### src/rtl/nav_pkg.sv
// nav_pkg: encodings and limits shared by the navigation FSM and the
// character motion block.
//   nav_state_t : 3-bit navigation command
//                 (STAND/UP/DOWN/LEFT/RIGHT, codes 000..100)
//   vstate_t    : vertical motion state of the character
//                 (GROUNDED/RISING/FALLING)
//   POS_W       : width of every position coordinate
//   SCREEN_*    : default screen limits used as parameter defaults
package nav_pkg;

    localparam int POS_W = 12;

    typedef enum logic [2:0] {
        NAV_STAND = 3'b000,
        NAV_UP    = 3'b001,
        NAV_DOWN  = 3'b010,
        NAV_LEFT  = 3'b011,
        NAV_RIGHT = 3'b100
    } nav_state_t;

    typedef enum logic [1:0] {
        V_GROUNDED = 2'd0,
        V_RISING   = 2'd1,
        V_FALLING  = 2'd2
    } vstate_t;

    localparam logic [POS_W-1:0] SCREEN_X_MIN    = 12'd0;
    localparam logic [POS_W-1:0] SCREEN_X_MAX    = 12'd1000;
    localparam logic [POS_W-1:0] SCREEN_GROUND_Y = 12'd500;

endpackage

### src/rtl/char_motion_clamp.sv
// char_motion_clamp: combinational saturating step on one coordinate.
//   a    : current coordinate
//   step : step magnitude
//   sub  : 1 = move toward lo (a - step), 0 = move toward hi (a + step)
//   lo   : lower clamp (used when sub=1)
//   hi   : upper clamp (used when sub=0)
//   y    : stepped and clamped coordinate
// The comparison is carried out one bit wider than the coordinate so a
// step near either end of the range can never wrap.
module char_motion_clamp #(
    parameter int W = 12
) (
    input  logic [W-1:0] a,
    input  logic [W-1:0] step,
    input  logic         sub,
    input  logic [W-1:0] lo,
    input  logic [W-1:0] hi,
    output logic [W-1:0] y
);

    logic [W:0] sum;

    always_comb begin
        y   = a;
        sum = '0;
        if (sub) begin
            sum = {1'b0, lo} + {1'b0, step};
            if ({1'b0, a} < sum)
                y = lo;
            else
                y = a - step;
        end else begin
            sum = {1'b0, a} + {1'b0, step};
            if (sum > {1'b0, hi})
                y = hi;
            else
                y = sum[W-1:0];
        end
    end

endmodule

### src/rtl/char_motion_ctrl.sv
// char_motion_ctrl: integrates walking, jump rise and gravity fall once per
// frame_tick and produces the character position for the draw stage.
// Coordinates follow VGA convention (y grows downward).
// Ports:
//   clk, rst        : clock, asynchronous active-high reset
//   frame_tick      : one-clk pulse per video frame; all motion happens here
//   nav_state[2:0]  : command from the navigation FSM (see nav_pkg)
//   ground_y_in     : floor y, sampled each tick (only with
//                     CHAR_MOTION_DYN_GROUND_EN defined)
//   xpos, ypos      : registered character position
//   on_the_ground   : registered, 1 when resting on the floor with no jump
//                     pending; fed back to the navigation FSM
// Build option: define CHAR_MOTION_DYN_GROUND_EN to take the floor from
// ground_y_in instead of the fixed GROUND_Y parameter.
module char_motion_ctrl
    import nav_pkg::*;
#(
    parameter logic [11:0] X_INIT      = 12'd100,
    parameter logic [11:0] Y_INIT      = 12'd500,
    parameter logic [11:0] X_MIN       = SCREEN_X_MIN,
    parameter logic [11:0] X_MAX       = SCREEN_X_MAX,
    parameter logic [11:0] GROUND_Y    = SCREEN_GROUND_Y,
    parameter logic [11:0] WALK_STEP   = 12'd4,
    parameter logic [11:0] JUMP_HEIGHT = 12'd120,
    parameter logic [11:0] JUMP_STEP   = 12'd6,
    parameter logic [11:0] MAX_FALL    = 12'd12
) (
    input  logic        clk,
    input  logic        rst,
    input  logic        frame_tick,
    input  logic [2:0]  nav_state,
`ifdef CHAR_MOTION_DYN_GROUND_EN
    input  logic [11:0] ground_y_in,
`endif
    output logic [11:0] xpos,
    output logic [11:0] ypos,
    output logic        on_the_ground
);

    logic [11:0] ground;
`ifdef CHAR_MOTION_DYN_GROUND_EN
    assign ground = ground_y_in;
`else
    assign ground = GROUND_Y;
`endif

    vstate_t     state, state_n;
    logic        jump_pend, jump_pend_n;
    logic [11:0] rise_cnt, rise_cnt_n;
    logic [11:0] fall_v, fall_v_n, fall_v_inc;
    logic [11:0] xpos_n, ypos_n;
    logic        otg_n;

    logic        walk_l, walk_r, jump_req;
    logic [11:0] x_step, y_step, y_amt;
    logic        y_sub;

    // Illegal codes fall through all three decodes and act as STAND.
    assign walk_l   = (nav_state == NAV_LEFT);
    assign walk_r   = (nav_state == NAV_RIGHT);
    assign jump_req = (nav_state == NAV_UP);

    assign fall_v_inc = (fall_v >= MAX_FALL) ? MAX_FALL : fall_v + 12'd1;

    // Rising (and the first rise step taken from GROUNDED) moves up toward 0;
    // falling moves down and clamps at the floor, so landing is y_step==ground.
    assign y_sub = (state != V_FALLING);
    assign y_amt = y_sub ? JUMP_STEP : fall_v_inc;

    char_motion_clamp #(.W(POS_W)) u_x_clamp (
        .a    (xpos),
        .step (WALK_STEP),
        .sub  (walk_l),
        .lo   (X_MIN),
        .hi   (X_MAX),
        .y    (x_step)
    );

    char_motion_clamp #(.W(POS_W)) u_y_clamp (
        .a    (ypos),
        .step (y_amt),
        .sub  (y_sub),
        .lo   (12'd0),
        .hi   (ground),
        .y    (y_step)
    );

    always_ff @(posedge clk or posedge rst) begin
        if (rst) begin
            state         <= V_GROUNDED;
            jump_pend     <= 1'b0;
            rise_cnt      <= '0;
            fall_v        <= '0;
            xpos          <= X_INIT;
            ypos          <= Y_INIT;
            on_the_ground <= 1'b1;
        end else begin
            state         <= state_n;
            jump_pend     <= jump_pend_n;
            rise_cnt      <= rise_cnt_n;
            fall_v        <= fall_v_n;
            xpos          <= xpos_n;
            ypos          <= ypos_n;
            on_the_ground <= otg_n;
        end
    end

    always_comb begin
        state_n     = state;
        jump_pend_n = jump_pend;
        rise_cnt_n  = rise_cnt;
        fall_v_n    = fall_v;
        xpos_n      = xpos;
        ypos_n      = ypos;

        if (frame_tick) begin
            if (walk_l || walk_r)
                xpos_n = x_step;

            case (state)
                V_GROUNDED: begin
                    // A request arriving on the tick itself starts the jump now.
                    if (jump_pend || jump_req) begin
                        jump_pend_n = 1'b0;
                        state_n     = V_RISING;
                        ypos_n      = y_step;
                        rise_cnt_n  = JUMP_STEP;
                        if (JUMP_STEP >= JUMP_HEIGHT || y_step == 12'd0) begin
                            state_n  = V_FALLING;
                            fall_v_n = '0;
                        end
                    end else if (ypos < ground) begin
                        state_n  = V_FALLING;
                        fall_v_n = 12'd1;
                    end
`ifdef CHAR_MOTION_DYN_GROUND_EN
                    else if (ypos > ground) begin
                        ypos_n = ground;
                    end
`endif
                end
                V_RISING: begin
                    ypos_n     = y_step;
                    rise_cnt_n = rise_cnt + JUMP_STEP;
                    if (rise_cnt_n >= JUMP_HEIGHT || y_step == 12'd0) begin
                        state_n  = V_FALLING;
                        fall_v_n = '0;
                    end
                end
                V_FALLING: begin
                    fall_v_n = fall_v_inc;
                    ypos_n   = y_step;
                    if (y_step == ground) begin
                        state_n  = V_GROUNDED;
                        fall_v_n = '0;
                    end
                end
                default: state_n = V_GROUNDED;
            endcase
        end else if (jump_req && state == V_GROUNDED) begin
            jump_pend_n = 1'b1;
        end

        otg_n = (state_n == V_GROUNDED) && !jump_pend_n && (ypos_n == ground);
    end

endmodule

### config.mk
export PLATFORM = sky130hd
export DESIGN_NAME = char_motion_ctrl
export DESIGN_NICKNAME = d
export VERILOG_FILES = /design/src/rtl/nav_pkg.sv /design/src/rtl/char_motion_clamp.sv /design/src/rtl/char_motion_ctrl.sv
export SDC_FILE = /design/constraint.sdc
export NUM_CORES = 1
export LEC_CHECK = 0
export CORE_ASPECT_RATIO = 1.25
export CORE_MARGIN = 2
export CORE_UTILIZATION = 50
export CTS_CLUSTER_DIAMETER = 30
export DETAILED_ROUTE_END_ITERATION = 16
export DONT_BUFFER_PORTS = 1
export GPL_ROUTABILITY_DRIVEN = 0
export SLEW_MARGIN = 0
export SYNTH_ARGS = -nofsm -noshare
export SYNTH_HDL_FRONTEND = slang
export SYNTH_HIERARCHICAL = 1
export SYNTH_SLANG_ARGS = --single-unit
export TNS_END_PERCENT = 30
### constraint.sdc
create_clock -name clk -period 6.7 [get_ports clk]
set_clock_uncertainty 0.15 [all_clocks]
set_input_delay 0.67 -clock clk [delete_from_list [all_inputs] [get_ports clk]]
set_output_delay 0.67 -clock clk [all_outputs]
set_load 0.02 [all_outputs]
==> out/metrics.csv, run 1 <==
metric,value,unit
status,completed,
report.final.slew_viol_count,0,
critical_path_required,6.75,ns
diodes,0,
max_slew_margin,26.04,%
h-tree-depth,2,
yosys_register_bits,51,
synth_cells,966,
arrival,6.32,ns
track_usage,25.40,%
remaining_drc_errors,0,
nNetsFinal,1246,
clockRootBuffer,clkbuf_16,
synth_seq_area_share,16.27,%
path_buf_inv,2,
ff_latch_area,0.001289,sq mm
seqPwrFrac,18.0,%
die_width,116.6,um
fmax,159.5,MHz
switching_share,53.89,%
first_pass_iters,5,
postCtsHoldBufs,0,
row_count,51,
yosysMostFrequentCell,ha_1,
rsz0062_at_grt,false,
multi_input_area,0.006825,sq mm
synth_top_cells_by_area,"ha_1 19%, dfrtp_1 13%, a21oi_1 3.8%, inv_1 3.6%, dfstp_2 3.3%",
die_area,0.01687,sq mm
postSynthAreaPerCell,8.201,sq um
synth_edf_count,0,
synth_ff_type,dfrtp_1,
switching_power,2.029,mW
pwr-share-clk,7.6,%
initial_core_util,50.88,%
crit_chain,"nor4_2, and3_4, buf_4, nand3_1, inv_1, ha_1, a221o_1, a211o_1, a31oi_1, xor2_1, ha_1, nand3_1, nor4_4, nor2_1, o21a_2, nor3_4, a211oi_1, a31oi_1, or4_4, nand4bb_4, mux2_4, a21oi_4, nand2_4, mux2_4",
antenna_left,0,
place_hpwl,16740,um
synth_common_cells,"123 x ha_1, 77 x inv_1, 60 x a21oi_1, 54 x nor2_1, 52 x o21ai_0",
grt_pass1_vias,6807,
routed_wl,20810,um
combinationalPowerShare,74.5,%
grt_max_degree,40,
p_int,1.736,mW
async_flop_share,100.0,%
synth_top_area_share,19.43,%
syn_area,0.007923,sq mm
maxCapViolCount,0,
crit_fanout,12,
finalSetupTns,0,ns
critPathLaunchType,flop,
path_delay_family,simple AND/OR/NAND/NOR gates,
overflow,0,
ff2ff_path_depth,24,
grt_pass1_wl,33670,um
critPathMaxStageDelay,0.57,ns
hold_viol_final,0,
antenna_found_initial,0,
leakage,4.272,nW
endpoint_kind,flop,
setup_violations,0,
cts_tree,built,
crit_slowest_cell,or4_4,
dr_total_vias,7235,
timing.final.crit_share,93.58,%
insertion_delay,0.31,ns
vias_per_cell,5.465,
synth_top_cell_by_area,ha_1,
drt_iter0_markers,262,
critical_path_depth,24,
clk_path_buf_depth,2,
core,0.01557,sq mm
cts_inserted_buffers,5,
io_buffers,0,
worst_pin_slew,1.098,ns
wl_per_cell,15.72,um
io_pins,31,
drive_gt1_share,11.33,%
clk_pin_slew,0.08,ns
area_growth,14.07,%
fillers,1546,
pwr_density_cell,416.6,mW/mm^2
timing.final.crit_period,6.270,ns
cts_num_sinks,51,
power.total,3.765,mW
die_height,144.7,um
peakVddDrop,0.2085,mV
crit_type,flop to flop,
yosysWarnings,6,
ys_types,97,
hold_path.class,input pin to async pin,
## flip-flops by register name (all words and copies together), names as in the netlist
signal         flops
ypos              12
jump_pend          1
xpos              12
rise_cnt          11
on_the_ground      1
state              2
fall_v            12
## per-stage QoR
stage               hold slack (ns)  utilization [%]  instances  cell area, sq um  setup slack [ns]
global placement             0.3187            56.39       1316              8780            0.2205
finish                      0.06825            58.04       1324              9037            0.4299
detailed placement           0.3334            56.39       1316              8780            0.1195
CTS                         0.07222            57.41       1324              8939           0.06199
global route                0.08014            58.04       1324              9037           0.04572
floorplan                    0.3078                -       1112              8471            0.5961
## kinds of logic (layout without fill, tap and decap cells)
logic type	count (synthesis)	in the layout	synth area share, %
compound gates	313	313	28.71
simple gates	288	288	19.93
fa+ha+maj	129	129	20.94
buf+inv	114	114	5.812
xor+xnor	52	52	5.749
flops	51	51	16.27
mux	17	17	2.495
other cells	2	148	0.09479
## power by group through the flow
stage                     sequential [mW]  combinational (mW)  clock [mW]
after floorplan                     0.615                2.12           0
after global routing                0.701                3.12       0.306
after detailed placement            0.687                2.68           0
final                               0.676                2.80       0.285
after CTS                           0.680                2.70       0.295
after global placement              0.686                2.68           0
## placed cells by master, fill, tap and decap left out, drive strengths merged, types with 17 or more instances in the layout
cell type | netlist | layout
conb | 2 | 148
a31oi | 24 | 24
xnor2 | 27 | 27
nor2 | 55 | 55
xor2 | 25 | 25
dfrtp | 41 | 41
nand2 | 40 | 40
nor2b | 17 | 17
nand3 | 36 | 36
nor3 | 34 | 34
inv | 78 | 80
a21oi | 61 | 61
a21o | 18 | 18
buf | 13 | 27
a211oi | 17 | 17
o31ai | 22 | 22
ha | 123 | 123
o21ai | 62 | 62
## timing repair
action	4_1_cts	5_1_grt
endpoints found under the setup margin	0	15
buffers inserted	0	0
gates resized for setup	0	16
hold endpoints to repair	0	0
## worst paths after layout
path | slack [ns] | to | from
max in group asynchronous | 5.49 | ypos[2] | rst
worst max register to register | 0.43 | fall_v[3] | fall_v[4]
worst min-delay path | 0.07 | xpos[9] | rst
worst max-delay path | 0.43 | fall_v[3] | fall_v[4]
worst min register to register | 0.37 | rise_cnt[11] | rise_cnt[11]
min in group clk | 0.32 | state[0] | frame_tick
## cell type report
class | instances | area share, %
Multi-Input combinational cell | 947 | 75.52
Clock buffer | 5 | 1.384
Sequential cell | 51 | 14.26
Inverter | 79 | 3.281
Clock inverter | 3 | 0.3738
Tap cell | 212 | 2.935
Timing Repair Buffer | 27 | 2.243
## layer usage
layer,GRT usage [%],part of all wire (%)
met4,8.173,2.6
met2,48.01,52
met5,0,0
met1,28.88,41
met3,3.957,3.7
No activity file was read; power rests on OpenSTA's default activity.
==> inputs of run 2 (changes only) <==
SKIP_LAST_GASP = 1   (was not set)
==> results of run 2 <==
Same layout as run 1: the final DEF is identical, and so are final timing and power.
==> inputs of run 3 (changes only) <==
DONT_BUFFER_PORTS = not set   (was 1)
PLACE_DENSITY = 0.68   (was not set)
==> out/metrics.csv, run 3 (synthesized netlist as in run 1, its figures left out) <==
metric,value,unit
status,completed,
die_width,116.6,um
grt_busiest_layer,met2,
arrival,6.46,ns
mostFrequentLayoutCell,conb_1,
drive_gt1_share,10.50,%
h-tree-depth,2,
worst_pin_slew,1.111,ns
fmax,155.8,MHz
dp_slack,0.008245,ns
vias_per_cell,5.558,
nNetsFinal,1267,
crit_type,flop to flop,
leakage,4.351,nW
peakVddDrop,0.1984,mV
met1_usage,28.99,%
crit_fanout,12,
antenna_left,0,
hold_path.class,flop to flop,
die_height,144.7,um
diodes,0,
pwr_density_cell,416.1,mW/mm^2
dp_cells,1333,
rrSetupSlack,0.28,ns
critical_path_required,6.74,ns
hold_ws,0.3602,ns
cts_num_sinks,51,
layout_common_cells,"148 x conb_1, 123 x ha_1, 76 x inv_1, 60 x a21oi_1, 53 x nor2_1",
hold_viol_final,0,
postCtsHoldBufs,0,
grt_pass1_wl,32610,um
clk_path_buf_depth,2,
row_count,51,
finalInstanceArea,0.009271,sq mm
place_area,0.008977,sq mm
reg.largest.list,"fall_v x12, xpos x12, ypos x12",
area_growth,17.02,%
clockRootBuffer,clkbuf_16,
io_buffers,30,
endpoint_kind,flop,
routed_wl,20590,um
cts_tree,built,
use_met2,44.68,%
die_area,0.01687,sq mm
cts_inserted_buffers,5,
grt_pass1_vias,6788,
insertion_delay,0.30,ns
hold_start,rise_cnt[11],
grt_max_degree,52,
fin_ws,0.2816,ns
report.final.slew_viol_count,0,
clk_pin_slew,0.08,ns
dr_total_vias,7476,
first_pass_iters,5,
critPathLaunchType,flop,
initial_core_util,50.88,%
timing.final.crit_period,6.418,ns
min_path_cells,1,
rr_endpoint,fall_v[3],
timing.final.crit_share,95.80,%
setup_violations,0,
antenna_found_initial,0,
max_slew_margin,25.13,%
gr-usage-met3,2.374,%
ff2ff_path_depth,26,
place_hpwl,15960,um
wl_per_cell,15.31,um
remaining_drc_errors,0,
drt_iter0_markers,392,
final_cells,1345,
overflow,0,
track_usage,24.21,%
maxCapViolCount,0,
r2r_start,fall_v[4],
fin_util,59.55,%
core,0.01557,sq mm
io_pins,31,
hold_end,rise_cnt[11],
-- run 3: power breakdown --
| group | switching, mW | internal, mW | total, mW | leakage (nW) |
|---|---|---|---|---|
| Combinational | 1.73 | 1.25 | 2.98 | 3.63 |
| Sequential | 0.185 | 0.418 | 0.603 | 0.638 |
| Clock | 0.133 | 0.146 | 0.279 | 0.0782 |
-- run 3: stage by stage --
stage          total power [mW]  setup TNS (ns)
6_report                  3.858               0
5_1_grt                   4.224         -0.3026
4_1_cts                   3.726               0
3_5_place_dp              3.424               0
3_3_place_gp              3.406               0
2_1_floorplan             2.731               0
-- run 3: how the worst max path moves through the flow --
stage / to / slack (ns) / from
after floorplan: fall_v[3] / 0.60 / fall_v[4]
final: fall_v[3] / 0.28 / fall_v[4]
after global placement: fall_v[1] / 0.11 / fall_v[11]
after detailed placement: fall_v[0] / 0.008 / fall_v[11]
after global routing: fall_v[1] / -0.10 / fall_v[4]
after CTS: fall_v[1] / 0.06 / fall_v[11]
-- run 3: area by class of cell --
| type | count | area (sq um) |
|---|---|---|
| Timing Repair Buffer | 47 | 427.9 |
| Fill cell | 1555 | 6299 |
| Clock inverter | 3 | 31.28 |
| Inverter | 79 | 296.5 |
| Multi-Input combinational cell | 948 | 6837 |
| Sequential cell | 51 | 1289 |
| Clock buffer | 5 | 125.1 |
| Tap cell | 212 | 265.3 |
-- run 3: metal layers --
layer,part of all wire (%),vias to the layer above
met4,3.1,0
met2,52,134
li1,-,3772
met5,0,-
met1,42,3528
met3,2.6,42
-- run 3: critical path, stage by stage (launching register included) --
cell and delay, ns:
dfrtp_1 0.42, nor4_4 0.31, and3_4 0.25, nand2_1 0.10, nor2_2 0.13, ha_1 0.17
inv_1 0.05, fa_1 0.41, o21bai_2 0.23, a2111oi_4 0.15, a2111oi_4 0.40, nor3_1 0.11
xnor2_1 0.25, ha_1 0.29, nand3_1 0.18, nor4_4 0.07, nor2_1 0.18, o21a_2 0.25
nor3_4 0.08, a211oi_1 0.27, a31oi_1 0.11, or4_4 0.55, nand4bb_4 0.27, mux2_4 0.32
a21oi_4 0.19, nand2_4 0.12, mux2_4 0.31
-- run 3: timing repair --
item	in CTS	in global routing
setup endpoints to repair	2	15
buffers inserted	0	3
pin swaps	0	5
endpoints found under the hold margin	0	0
resized for setup	1	18
cloned	0	1
